`config.mk`:
```
export PLATFORM = sky130hd
export DESIGN_NAME = led_share_arbiter
export DESIGN_NICKNAME = d
export VERILOG_FILES = /design/src/rtl/led_share_arbiter.sv
export SDC_FILE = /design/constraint.sdc
export NUM_CORES = 1
export LEC_CHECK = 0
export CAP_MARGIN = 20
export CORE_MARGIN = 2
export CORE_UTILIZATION = 49
export CTS_BUF_LIST = sky130_fd_sc_hd__clkbuf_8
export CTS_CLUSTER_SIZE = 25
export DETAILED_ROUTE_END_ITERATION = 6
export DONT_BUFFER_PORTS = 1
export SYNTH_ARGS = -nofsm -noshare
export SYNTH_HDL_FRONTEND = slang
export SYNTH_SLANG_ARGS = --single-unit
```
`constraint.sdc`:
```
create_clock -name clk -period 6.5 [get_ports clk]
set_clock_uncertainty 0.1 [all_clocks]
set_input_delay 0.975 -clock clk [delete_from_list [all_inputs] [get_ports clk]]
set_output_delay 0.975 -clock clk [all_outputs]
set_load 0.01 [all_outputs]
```
`src/rtl/led_share_arbiter.sv`:
```
// led_share_arbiter: round-robin sharing of one status LED (blink burst + gap per grant); define LED_SHARE_IDLE_HEARTBEAT_EN for an idle heartbeat.
// Latency: all outputs registered, grant one cycle after IDLE sampling; no backpressure, req is a level held by the requester.
module led_share_arbiter #(
    parameter int N_REQ     = 4,
    parameter int CLK_DIV   = 12000000,
    parameter int GAP_TICKS = 24000000
) (
    input  logic               clk,
    input  logic               reset,
    input  logic [N_REQ-1:0]   req,
    input  logic [4*N_REQ-1:0] cnt,
    output logic [N_REQ-1:0]   gnt,
    output logic [N_REQ-1:0]   done,
    output logic               busy,
    output logic               led
);
    localparam int          PW       = (N_REQ > 1) ? $clog2(N_REQ) : 1;
    localparam logic [31:0] DIV_LAST = 32'(CLK_DIV - 1);
    localparam logic [31:0] GAP_LAST = 32'(GAP_TICKS - 1);

    typedef enum logic [2:0] {S_IDLE, S_ON, S_OFF, S_GAP, S_DONE} state_t;

    state_t           state, state_nxt;
    logic [PW-1:0]    rr_ptr, rr_ptr_nxt;
    logic [PW-1:0]    gidx, gidx_nxt;
    logic [3:0]       bc, bc_nxt;
    logic [31:0]      tick;
    logic             found;
    logic [PW-1:0]    pick, cand;
    logic [3:0]       sel_cnt;
    logic [N_REQ-1:0] onehot;
    logic [N_REQ-1:0] gnt_nxt, done_nxt;
    logic             busy_nxt, led_nxt;
    logic             hb_nxt;

`ifdef LED_SHARE_IDLE_HEARTBEAT_EN
    logic [31:0] hb_cnt;
    logic        hb_lvl;

    assign hb_nxt = (hb_cnt == DIV_LAST) ? ~hb_lvl : hb_lvl;

    always_ff @(posedge clk) begin
        if (reset) begin
            hb_cnt <= '0;
            hb_lvl <= 1'b0;
        end else begin
            hb_cnt <= (hb_cnt == DIV_LAST) ? '0 : hb_cnt + 32'd1;
            hb_lvl <= hb_nxt;
        end
    end
`else
    assign hb_nxt = 1'b0;
`endif

    // First set request at or after rr_ptr, wrapping.
    always_comb begin
        found = 1'b0;
        pick  = '0;
        cand  = '0;
        for (int k = 0; k < N_REQ; k++) begin
            cand = PW'((int'(rr_ptr) + k) % N_REQ);
            if (!found && req[cand]) begin
                found = 1'b1;
                pick  = cand;
            end
        end
        sel_cnt = 4'd0;
        for (int i = 0; i < N_REQ; i++) begin
            if (pick == PW'(i)) sel_cnt = cnt[4*i +: 4];
        end
    end

    always_comb begin
        state_nxt  = state;
        rr_ptr_nxt = rr_ptr;
        gidx_nxt   = gidx;
        bc_nxt     = bc;
        case (state)
            S_IDLE: begin
                if (found) begin
                    gidx_nxt   = pick;
                    bc_nxt     = sel_cnt;
                    rr_ptr_nxt = PW'((int'(pick) + 1) % N_REQ);
                    state_nxt  = (sel_cnt != 4'd0) ? S_ON : S_GAP;
                end
            end
            S_ON: begin
                if (tick == DIV_LAST) state_nxt = S_OFF;
            end
            S_OFF: begin
                if (tick == DIV_LAST) begin
                    bc_nxt    = bc - 4'd1;
                    state_nxt = (bc != 4'd1) ? S_ON : S_GAP;
                end
            end
            S_GAP: begin
                if (tick == GAP_LAST) state_nxt = S_DONE;
            end
            S_DONE:  state_nxt = S_IDLE;
            default: state_nxt = S_IDLE;
        endcase

        // Outputs are precomputed from the next state so they can be registered.
        onehot = '0;
        for (int i = 0; i < N_REQ; i++) begin
            onehot[i] = (gidx_nxt == PW'(i));
        end
        gnt_nxt  = '0;
        done_nxt = '0;
        busy_nxt = 1'b0;
        led_nxt  = 1'b0;
        case (state_nxt)
            S_ON: begin
                gnt_nxt  = onehot;
                busy_nxt = 1'b1;
                led_nxt  = 1'b1;
            end
            S_OFF, S_GAP: begin
                gnt_nxt  = onehot;
                busy_nxt = 1'b1;
            end
            S_DONE: begin
                done_nxt = onehot;
                led_nxt  = hb_nxt;
            end
            default: led_nxt = hb_nxt;
        endcase
    end

    always_ff @(posedge clk) begin
        if (reset) begin
            state  <= S_IDLE;
            rr_ptr <= '0;
            gidx   <= '0;
            bc     <= '0;
            tick   <= '0;
            gnt    <= '0;
            done   <= '0;
            busy   <= 1'b0;
            led    <= 1'b0;
        end else begin
            state  <= state_nxt;
            rr_ptr <= rr_ptr_nxt;
            gidx   <= gidx_nxt;
            bc     <= bc_nxt;
            tick   <= (state_nxt != state || state == S_IDLE) ? '0 : tick + 32'd1;
            gnt    <= gnt_nxt;
            done   <= done_nxt;
            busy   <= busy_nxt;
            led    <= led_nxt;
        end
    end
endmodule

```
# Yosys cells after proc, flatten, opt, wreduce, memory -nomap -nowiden
# Cells that the tools add are included.
# Widths: inputs -> output; s select.
# word_totals
ff_bits	53
out_inout_bits	10
# classes
eq_ne	19
reduce_logical	18
muxes	34
addsub	6
order_cmp	4
bitwise_logic	2
# op_table
cell	n
$add 32x1->32 const B	1
$eq 32x24->1 const B	1
$eq 32x25->1 const B	1
$mux 4	6
$mux 2	8
$eq 3x2->1 const B	4
$lt 2x3->1 const B	4
$mux 3	4
$pmux 3 s4	1
$mux 1	10
$bmux 1 s2	4
$eq 2x2->1 const B	4
$pmux 4 s2	1
$eq 3x1->1 const B	2
$reduce_or 2->1	3
$add 2x1->2 const B	2
$add 2x2->2 const B	2
$eq 2x1->1 const B	2
$logic_not 2->1	2
$ne 2x2->1 const B	2
$ne 4x1->1 const B	1
$reduce_bool 4->1	1
$sub 4x1->4 const B	1
$eq 3x3->1 const B	1
other kinds (10)	15

# Depth between registers and ports, before layout
# Gate-level depths: netlist of the first run.
# logic_depth
ltp_word	25
ltp_mapped	11
ltp_nobuf	11

# Worst setup path before layout of the first run
# OpenSTA, ideal clock, no wires.
# synth_path
path_type	input port to flip-flop
startpoint	in req[2]
endpoint	reg gnt[0]
cell_stages	11
required_ns	6.314
slack_ns	3.153
n_path_buf	0
arrival_ns	3.161
setup_ns	0.086
cell_sequence	mux2i_1 -> nor2_1 -> a311oi_1 -> inv_1 -> ha_1 -> nor2b_1 -> a22oi_1 -> a21oi_1 -> nor4_1 -> a211oi_4 -> a211oi_1
# synth_between
elab_chain_cells	25
word_cells_on_any_way	43
# synth_rtl
element	line	text
start: declaration	10	input logic [N_REQ-1:0] req,
$bmux 1 s2	62	if (!found && req[cand]) begin
$mux 1 (not written as such)	62	
$mux 1	62	
$logic_not 1->1	62	
$logic_and 1x1->1	62	
$mux 1	62	
$logic_not 1->1	62	
$logic_and 1x1->1	62	
[9 not listed]	-	
$reduce_bool 4->1	84	state_nxt = (sel_cnt != 4'd0) ? S_ON : S_GAP;
$mux 2	84	
$mux 3	80	if (found) begin
$pmux 3 s4	78	case (state)
$eq 3x1->1 or $eq 3x2->1 (tied branches)	112	case (state_nxt)
$reduce_or 3->1 (no source line)	-	
$not 1->1 (no source line)	-	
$reduce_or 2->1 (no source line)	-	
end signal: assignment	147	gnt <= gnt_nxt;
end: declaration	12	output logic [N_REQ-1:0] gnt,
# Parallel ways exist; a longest one is shown, timed or not. The select of a mux whose other input is x is not followed.
# A chain may end at the register's enable or synchronous reset.

# Worst setup path in the final report of the first run
# layout_path
startpoint	in req[2]
endpoint	reg gnt[1]
# Same word-level chain as after synthesis.

==> summary.txt, run 1 <==
post-synthesis mux area share -> 0.0152
worst skew pair latency -> 0.31 ns
critical path class -> in -> reg
Pre-antenna DRT Iters -> 4
layout cells sized above 1 -> 0.0691
Synth Area in Compound Gates -> 0.117
r2r startpoint -> rr_ptr[1]
WP buf/inv -> 1
peak fanout along the critical path -> 7
largest net degree at the start of global routing -> 33
TritonCTS buffer count -> 5
commonest non-fill, non-tap cells in the layout -> 58 x nor2_1, 53 x dfxtp_1, 18 x xor2_1
largest family of logic cells by synthesized area -> simple AND/OR/NAND/NOR gates
Worst VDD drop -> 0.139 mV
Initial Util -> 0.511
synthesized area -> 2630 sq um
Reg clk slew, reported paths -> 0.10 ns
Cell variety after synth -> 46
fin crit share -> 0.517
Critical Path Start Type -> input pin
row cnt -> 26
Yosys reg bits -> 53
vias post-DR -> 2,018
hpwl dp -> 3710 um
Hold Crit Depth -> 1
fin nets -> 332
die width -> 77.2 um
RSZ-0062 raised after global routing -> no
cells along the critical path -> mux2i_1 > nor2_1 > a311oi_1 > inv_1 > ha_1 > nor2b_1 > a22oi_1 > a21oi_1 > nor4_1 > a211oi_4 > a211oi_1
routed length per placed instance -> 13.3 um
min-delay src -> tick[0]
Post-synth EDFFs -> 0
post-synthesis simple-gate area fraction -> 0.297
WP data arrival -> 3.49 ns
Num Clock Sinks -> 53
non-filler instance count after layout -> 374
synthesized net count -> 329
Leak -> 0.916 nW
setup TNS -> 0 ns
commonest non-fill, non-tap cell in the layout -> nor2_1
run status -> finished clean
number of global-route vias before repair -> 1,974
GPL Wtd Cong -> 0.792
Power Dens Cells -> 274 nW/um^2
HP Class -> reg -> reg
Cells after Synth -> 300
chip height -> 77.2 um
Mean Syn Cell Area -> 8.76 sq um
hold_buf cts -> 0
# H-tree levels -> 2
CTS root buffer -> clkbuf_8
CP peak stage delay -> 0.57 ns
CP Data Required Time -> 6.63 ns
critical path capture point type -> flop
Rel. slew slack -> 0.533
P&R area growth vs syn -> 5.76%
Main synth FF type -> dfxtp_1
sequential area share after synthesis -> 0.404
fmax -> 0.297 GHz
ant diodes -> 0
Remaining Overflow, GRT -> 0
drt total wl -> 4980 um
initial DRC count -> 59
min Tclk post-route -> 3.36 ns
Worst Reg2Reg Path Length in Cells -> 11
fillcell total -> 502
Adder-Cell Fraction of Synth Area -> 0.0333
CTS max path bufs -> 2
PortBufs -> 0
Max Cap Violations -> 0
Final Hold Fails -> 0
cell family contributing the most delay on the critical path -> compound AO/OA/AOI/OAI gates
Final Max Tran Viols -> 0
ANT nets after route -> 0
Min-Delay Endpoint -> tick[0]
Tot GR Track Use -> 0.179
fraction of synthesized cell area in xor and xnor cells -> 0.100
Post-CTS Setup Inserts -> 0
R2R Path End -> gnt[1]
placed cells -> 365
initial antenna violation count -> 0
first-pass GRT wire length -> 8610 um
Async SR Flop Fraction -> 0
YS warnings -> 0
Least-Margin Pin Slew -> 0.694 ns
total I/O pin count -> 32
TritonCTS clock tree -> yes
Post-CTS Resized -> 0
Core Box Area -> 5140 sq um
# DRC -> 0
die area -> 5970 sq um
Avg Vias per Cell -> 5.40
r2r setup slk -> 3.27 ns
cell at the slowest stage of the critical path -> a311oi_1
final setup vio count -> 0
[worst max-delay path by stage]
stage / startpoint / end / depth (start not counted)
final: req[2] / gnt[1] / 11
after global routing: req[2] / gnt[1] / 11
after CTS: req[2] / gnt[1] / 11
after detailed placement: req[2] / gnt[1] / 11
after global placement: req[2] / gnt[3] / 11
after floorplan: req[2] / gnt[0] / 11
[cell usage after synthesis, types with 4 or more instances]
master	instances	area [sq um]
xor2_1	18	158
nor3b_1	4	30.0
nand2_1	13	48.8
and3_1	4	25.0
ha_1	7	87.6
nand4_1	8	50.1
a21oi_1	11	55.1
nand2b_1	6	37.5
nor3_1	5	25.0
mux2i_1	4	40.0
inv_1	12	45.0
xnor2_1	12	105
nor2b_1	4	25.0
or3_1	5	31.3
o21ai_0	4	20.0
nand3_1	17	85.1
a211oi_1	7	52.6
dfxtp_1	53	1060
nor4_1	4	25.0
nor2_1	58	218
[layer usage]
layer,track usage,vias up,share of wire
li1,-,1056,-
met3,0.0365,9,0.019
met5,0,-,0
met1,0.214,933,0.46
met4,0.0625,0,0.014
met2,0.316,20,0.50
[per-stage QoR]
step,hold slack [ns],power [W],worst slack (ns),area [sq um],utilization
after floorplan,0.330,0.000542,3.15,2630,-
after global placement,0.348,0.000573,2.82,2680,0.521
after detailed placement,0.355,0.000577,2.75,2680,0.521
after CTS,0.378,0.000772,3.08,2770,0.539
after global routing,0.412,0.000812,2.86,2780,0.541
final,0.379,0.000763,3.14,2780,0.541
[cell families after synthesis]
kind of cell             count (synthesis)
flip-flops                              53
AND/OR/NAND/NOR                        146
multiplexers                             4
buffers and inverters                   18
XOR/XNOR                                30
adder cells (fa/ha/maj)                  7
AO/OA/AOI/OAI                           42
[flip-flops by register name (all words and copies together), names as in the netlist]
register,flops
busy,1
bc,4
state,3
gidx,2
led,1
rr_ptr,2
gnt,4
tick,32
done,4
[area by class of cell]
class	instances	area, sq um	area share
well taps	70	87.6	0.0315
repair buffers	2	15.0	0.00540
clock buffers	5	68.8	0.0248
flip-flops and latches	53	1060	0.382
multi-input cells	229	1480	0.532
inverters	12	45.0	0.0162
clock inverters	3	25.0	0.00900
[power breakdown]
group / leakage, nW / switching [W] / internal (W)
combinational: 0.442 / 0.000113 / 0.0000783
clock: 0.0447 / 0.000115 / 0.0000780
sequential: 0.430 / 0.0000267 / 0.000352
No activity file was read; power rests on OpenSTA's default activity.
==> run 2: changes to the inputs <==
clock period = 3.13 ns   (was 6.5 ns; I/O delays follow)
==> summary.txt, run 2 (synthesized netlist as in run 1, its figures left out) <==
run status -> finished clean
Post-CTS Setup Inserts -> 0 (unchanged)
ant diodes -> 0 (unchanged)
Post-CTS Resized -> 0 (unchanged)
Tot GR Track Use -> 0.174 (-0.00445)
fin crit share -> 0.901
Initial Util -> 0.511 (unchanged)
row cnt -> 26 (unchanged)
Critical Path Start Type -> flop
PortBufs -> 0 (unchanged)
hold_buf cts -> 0 (unchanged)
Final Hold Fails -> 0 (unchanged)
Worst VDD drop -> 0.268 mV (+93%)
layout cells sized above 1 -> 0.0812 (+0.0121)
fin nets -> 336 (+1.2%)
TritonCTS clock tree -> yes
largest net degree at the start of global routing -> 33 (unchanged)
number of flip-flops in the largest register -> 32 (unchanged)
WP data arrival -> 2.96 ns (-0.53 ns)
Max Cap Violations -> 0 (unchanged)
initial antenna violation count -> 0 (unchanged)
# H-tree levels -> 2 (unchanged)
critical path class -> reg -> reg
Core Box Area -> 5140 sq um (unchanged)
die width -> 77.2 um (unchanged)
min Tclk post-route -> 2.82 ns
min-delay src -> reset
worst skew pair latency -> 0.32 ns (about the same)
cells along the critical path -> mux2i_1 > nor2_1 > a311oi_1 > buf_4 > inv_1 > ha_1 > or3b_2 > o21ai_0 > a31oi_1 > nor4_1 > buf_4 > a211oi_4 > nor3b_1
Final Max Tran Viols -> 0 (unchanged)
vias post-DR -> 2,044 (+1.3%)
peak fanout along the critical path -> 7 (unchanged)
non-filler instance count after layout -> 378 (+1.1%)
crit path from -> rr_ptr[1]
Leak -> 0.944 nW (+3.0%)
commonest non-fill, non-tap cell in the layout -> nor2_1
Most flops, register -> tick
Rel. slew slack -> 0.618 (+0.0853)
chip height -> 77.2 um (unchanged)
number of global-route vias before repair -> 1,924 (-2.5%)
routed length per placed instance -> 13.0 um (-2.3%)
initial DRC count -> 81 (+37%)
ANT nets after route -> 0 (unchanged)
die area -> 5970 sq um (unchanged)
r2r startpoint -> rr_ptr[1]
CP peak stage delay -> 0.44 ns (-0.13 ns)
GPL Wtd Cong -> 0.820 (+3.5%)
critical path capture point type -> flop
crit-path most repeated cell -> buf_4
commonest non-fill, non-tap cells in the layout -> 58 x nor2_1, 53 x dfxtp_1, 18 x xor2_1
cell at the slowest stage of the critical path -> dfxtp_1
Remaining Overflow, GRT -> 0 (unchanged)
fmax -> 0.354 GHz
Reg clk slew, reported paths -> 0.11 ns (about the same)
# DRC -> 0 (unchanged)
Power Dens Cells -> 565 nW/um^2 (+110%)
hpwl dp -> 3690 um (-0.76%)
TritonCTS buffer count -> 5 (unchanged)
HP Class -> in -> reg
Pre-antenna DRT Iters -> 4 (unchanged)
CTS max path bufs -> 2 (unchanged)
P&R area growth vs syn -> 7.38%
setup TNS -> 0 ns (unchanged)
final setup vio count -> 0 (unchanged)
CTS root buffer -> clkbuf_8
drt total wl -> 4920 um (-1.2%)
placed cells -> 369 (+1.1%)
RSZ-0062 raised after global routing -> no
Least-Margin Pin Slew -> 0.568 ns (-0.126 ns)
total I/O pin count -> 32 (unchanged)
first-pass GRT wire length -> 8460 um (-1.8%)
CP Data Required Time -> 3.27 ns (-3.36 ns)
Avg Vias per Cell -> 5.41 (+0.22%)
Num Clock Sinks -> 53 (unchanged)
run 2: worst paths after layout:
| path | end | slack [ns] | depth (start not counted) |
|---|---|---|---|
| worst max-delay path | led | 0.31 | 13 |
| worst max register to register | led | 0.31 | 13 |
| worst min-delay path | bc[3] | 0.11 | 1 |
| worst min register to register | tick[0] | 0.38 | 1 |
run 2: layout make-up:
type | instances | area (sq um)
Tap cell | 70 | 87.6
Inverter | 12 | 45.0
Clock inverter | 3 | 25.0
Sequential cell | 53 | 1060
Timing Repair Buffer | 6 | 57.6
Clock buffer | 5 | 68.8
Multi-Input combinational cell | 229 | 1480
Fill cell | 495 | 2320
run 2: critical path: cells and delay by family, from the launching register on:
family	cells	cell delay, ns
AOI/OAI and AO/OA	4	0.85
and+or+nand+nor	4	0.56
DFF	1	0.44
buffers and inverters	3	0.39
muxes	1	0.21
adders and majority gates	1	0.21
run 2: metal layers:
layer / global-route usage / vias to the layer above / part of all wire
li1: - / 1064 / -
met1: 0.207 / 945 / 0.46
met2: 0.308 / 27 / 0.50
met3: 0.0365 / 8 / 0.027
met4: 0.0625 / 0 / 0.014
met5: 0 / - / 0
run 2: per-stage QoR:
stage	power, W	hold WS, ns	util	area (sq um)	setup WS [ns]
floorplan	0.00113	0.330	-	2630	0.288
global placement	0.00121	0.348	0.529	2720	0.386
detailed placement	0.00121	0.364	0.529	2720	0.339
CTS	0.00161	0.0997	0.548	2820	0.306
global route	0.00171	0.0935	0.549	2820	0.00893
finish	0.00159	0.108	0.549	2820	0.309
run 2: power breakdown:
part           switching (W)  leakage [nW]  internal (W)  total, W
sequential         0.0000529         0.430      0.000731  0.000784
clock               0.000236        0.0447      0.000162  0.000398
combinational       0.000234         0.469      0.000177  0.000412
==> run 3: changes to the inputs <==
ABC_AREA = 1   (was not set)
CORE_UTILIZATION = 41   (was 49)
RECOVER_POWER = 100   (was not set)
==> summary.txt, run 3 <==
initial DRC count -> 125 (+54%)
# DRC -> 0 (unchanged)
synthesized area -> 3200 sq um (+22%)
PortBufs -> 0 (unchanged)
sw power -> 0.000995 W (+90%)
Least-Margin Pin Slew -> 0.607 ns (+0.0388 ns)
number of flip-flops in the largest register -> 32 (unchanged)
total I/O pin count -> 32 (unchanged)
Synth top area share -> 0.332 (-0.0716)
drt total wl -> 6650 um (+35%)
area leader, netlist -> dfxtp_1
commonest non-fill, non-tap cells in the layout -> 137 x nand2_1, 88 x inv_1, 79 x nor2_1
critical path capture point type -> flop
HP Class -> in -> reg
initial antenna violation count -> 0 (unchanged)
peak fanout along the critical path -> 10 (+3)
fillcell total -> 827 (+67%)
setup TNS -> 0 ns (unchanged)
Initial Util -> 0.418 (-0.0936)
power share of the clock group -> 0.175 (-0.074)
TritonCTS clock tree -> yes
Main synth FF type -> dfxtp_1
critical path class -> reg -> reg
Adder-Cell Fraction of Synth Area -> 0.0274 (-0.00591)
Cells after Synth -> 494 (+65%)
ant diodes -> 0 (unchanged)
Rel. slew slack -> 0.592 (-0.0264)
Commonest cells post-synth -> 134 x nand2_1, 88 x inv_1, 73 x nor2_1
CTS root buffer -> clkbuf_8
# H-tree levels -> 2 (unchanged)
routed length per placed instance -> 11.1 um (-15%)
cell internal pwr -> 0.00126 W (+18%)
Mean Syn Cell Area -> 6.47 sq um (-26%)
P&R area growth vs syn -> 4.07%
min-delay src -> reset
Avg Vias per Cell -> 4.67 (-14%)
commonest non-fill, non-tap cell in the layout -> nand2_1
Core Box Area -> 7650 sq um (+49%)
part of the power in registers -> 0.365 (-0.127)
synthesized net count -> 523 (+59%)
die area -> 8520 sq um (+43%)
Async SR Flop Fraction -> 0 (unchanged)
TritonCTS buffer count -> 5 (unchanged)
Total Power -> 0.00225 W (+41%)
post-synthesis simple-gate area fraction -> 0.385 (+0.0888)
Pre-antenna DRT Iters -> 4 (unchanged)
Remaining Overflow, GRT -> 0 (unchanged)
Power Dens Cells -> 678 nW/um^2 (+20%)
number of global-route vias before repair -> 2,722 (+41%)
layout cells sized above 1 -> 0.0523 (-0.0289)
Num Clock Sinks -> 53 (unchanged)
CP Data Required Time -> 3.29 ns (+0.02 ns)
Max Cap Violations -> 0 (unchanged)
post-synthesis mux area share -> 0 (-0.0152)
Post-synth EDFFs -> 0 (unchanged)
min Tclk post-route -> 2.65 ns (-0.168 ns)
Cell variety after synth -> 29 (-37%)
final setup vio count -> 0 (unchanged)
non-filler instance count after layout -> 599 (+58%)
worst skew pair latency -> 0.31 ns (about the same)
Tot GR Track Use -> 0.172 (-0.00229)
first-pass GRT wire length -> 12,000 um (+42%)
Final Hold Fails -> 0 (unchanged)
fin nets -> 525 (+56%)
Worst VDD drop -> 0.548 mV (+100%)
hpwl dp -> 5220 um (+42%)
RSZ-0062 raised after global routing -> no
GPL Wtd Cong -> 0.897 (+9.4%)
run status -> finished clean
largest family of logic cells by synthesized area -> simple AND/OR/NAND/NOR gates
largest net degree at the start of global routing -> 33 (unchanged)
most frequent cell after synthesis -> nand2_1
CTS max path bufs -> 2 (unchanged)
vias post-DR -> 2,799 (+37%)
placed cells -> 591 (+60%)
Sw Share -> 0.441 (+0.113)
r2r startpoint -> rr_ptr[0]
Critical Path Start Type -> flop
Reg clk slew, reported paths -> 0.10 ns (about the same)
row cnt -> 32 (+23%)
Post-Layout Inst Area -> 3330 sq um (+18%)
Yosys reg bits -> 53 (unchanged)
fraction of synthesized cell area in xor and xnor cells -> 0.0795 (-0.0205)
Worst Reg2Reg Path Length in Cells -> 23 (+10)
R2R Path End -> state[1]
sequential area share after synthesis -> 0.332 (-0.0716)
die width -> 92.3 um (+19%)
top cells by area, synth -> dfxtp_1 33%, nand2_1 16%, inv_1 10%
Synth Area in Compound Gates -> 0.0513 (-0.0658)
WP data arrival -> 2.82 ns (-0.14 ns)
Most flops, register -> tick
r2r setup slk -> 0.48 ns (+0.17 ns)
Hold Crit Depth -> 1 (unchanged)
fin crit share -> 0.848 (-0.0537)
chip height -> 92.3 um (+19%)
Min-Delay Endpoint -> rr_ptr[0]
ANT nets after route -> 0 (unchanged)
Leak -> 1.37 nW (+45%)
Logic pwr share -> 0.461 (+0.203)
YS warnings -> 0 (unchanged)
Final Max Tran Viols -> 0 (unchanged)
area post-placement -> 3270 sq um (+20%)
fmax -> 0.377 GHz (+6.3%)
## run 3: cell count changes after synthesis, moves of 5 or more
cell	delta
nor3_1	+5
a211oi_1	-7
inv_1	+76
xnor2_1	-10
nor2_2	+12
nor2_1	+15
nand2b_1	-6
or3_1	-5
xor2_1	+9
o21ai_0	+10
nand2_1	+121
## run 3: cells by family (layout without fill, tap and decap cells)
group / count (synthesis) / count (layout)
fa+ha+maj: 7 / 7
xor+xnor: 29 / 29
compound gates: 31 / 31
flops: 53 / 53
buf+inv: 96 / 99
simple gates: 278 / 278
## run 3: critical path, cell delays in order, from the launching register on
cell and delay, ns:
dfxtp_2 0.46, inv_6 0.06, nand2_1 0.06, nand2_1 0.09, nand2_2 0.08, nand2_1 0.11, nor2_4 0.14, nand3_1 0.10
nand2_1 0.08, nand2_1 0.12, inv_1 0.11, ha_1 0.26, inv_1 0.09, nand3_1 0.07, nand2_1 0.05, nand2_1 0.05
nand3_1 0.05, o21ai_0 0.10, nand2_1 0.08, nor2_1 0.10, nand2_1 0.06, nand3_1 0.09, nand2_1 0.06, inv_1 0.05
## run 3: timing repair
action | CTS | global route
resized for setup | 0 | 1
setup endpoints to repair | 0 | 2
hold buffers | 0 | 0
setup buffers | 0 | 0
## run 3: routing by layer
| layer | track usage | vias up | share of wire |
|---|---|---|---|
| met5 | 0 | - | 0 |
| met4 | 0.0535 | 0 | 0.013 |
| met3 | 0.0337 | 8 | 0.033 |
| met2 | 0.303 | 44 | 0.48 |
| met1 | 0.210 | 1236 | 0.47 |
| li1 | - | 1511 | - |
## run 3: area by class of cell
type                       count  area, sq um  share of cell area
tap                          102          128              0.0384
sequential                    53         1060               0.319
clock inverter                 3         22.5             0.00677
multi-input combinational    345         1700               0.510
clock buffer                   5         68.8              0.0207
inverter                      91          349               0.105
## run 3: power by group through the flow
stage	Clock (W)	Combinational, W	Sequential, W
global placement	0	0.00106	0.000836
global route	0.000442	0.00123	0.000833
CTS	0.000408	0.00108	0.000823
floorplan	0	0.000920	0.000813
finish	0.000394	0.00104	0.000822
detailed placement	0	0.00107	0.000837
## run 3: per-stage QoR
step,utilization,worst slack [ns],hold slack (ns)
CTS,0.440,0.345,0.104
floorplan,-,0.779,0.318
finish,0.435,0.477,0.108
global route,0.435,0.0342,0.0856
global placement,0.428,0.479,0.329
detailed placement,0.428,0.371,0.340
## run 3: worst max path at each step
stage / depth (start not counted) / from / slack [ns] / endpoint
after floorplan: 21 / req[3] / 0.78 / led
after global placement: 23 / rr_ptr[0] / 0.48 / state[1]
after detailed placement: 20 / rr_ptr[0] / 0.37 / led
after CTS: 21 / rr_ptr[0] / 0.34 / state[1]
after global routing: 23 / rr_ptr[0] / 0.03 / state[1]
final: 23 / rr_ptr[0] / 0.48 / state[1]
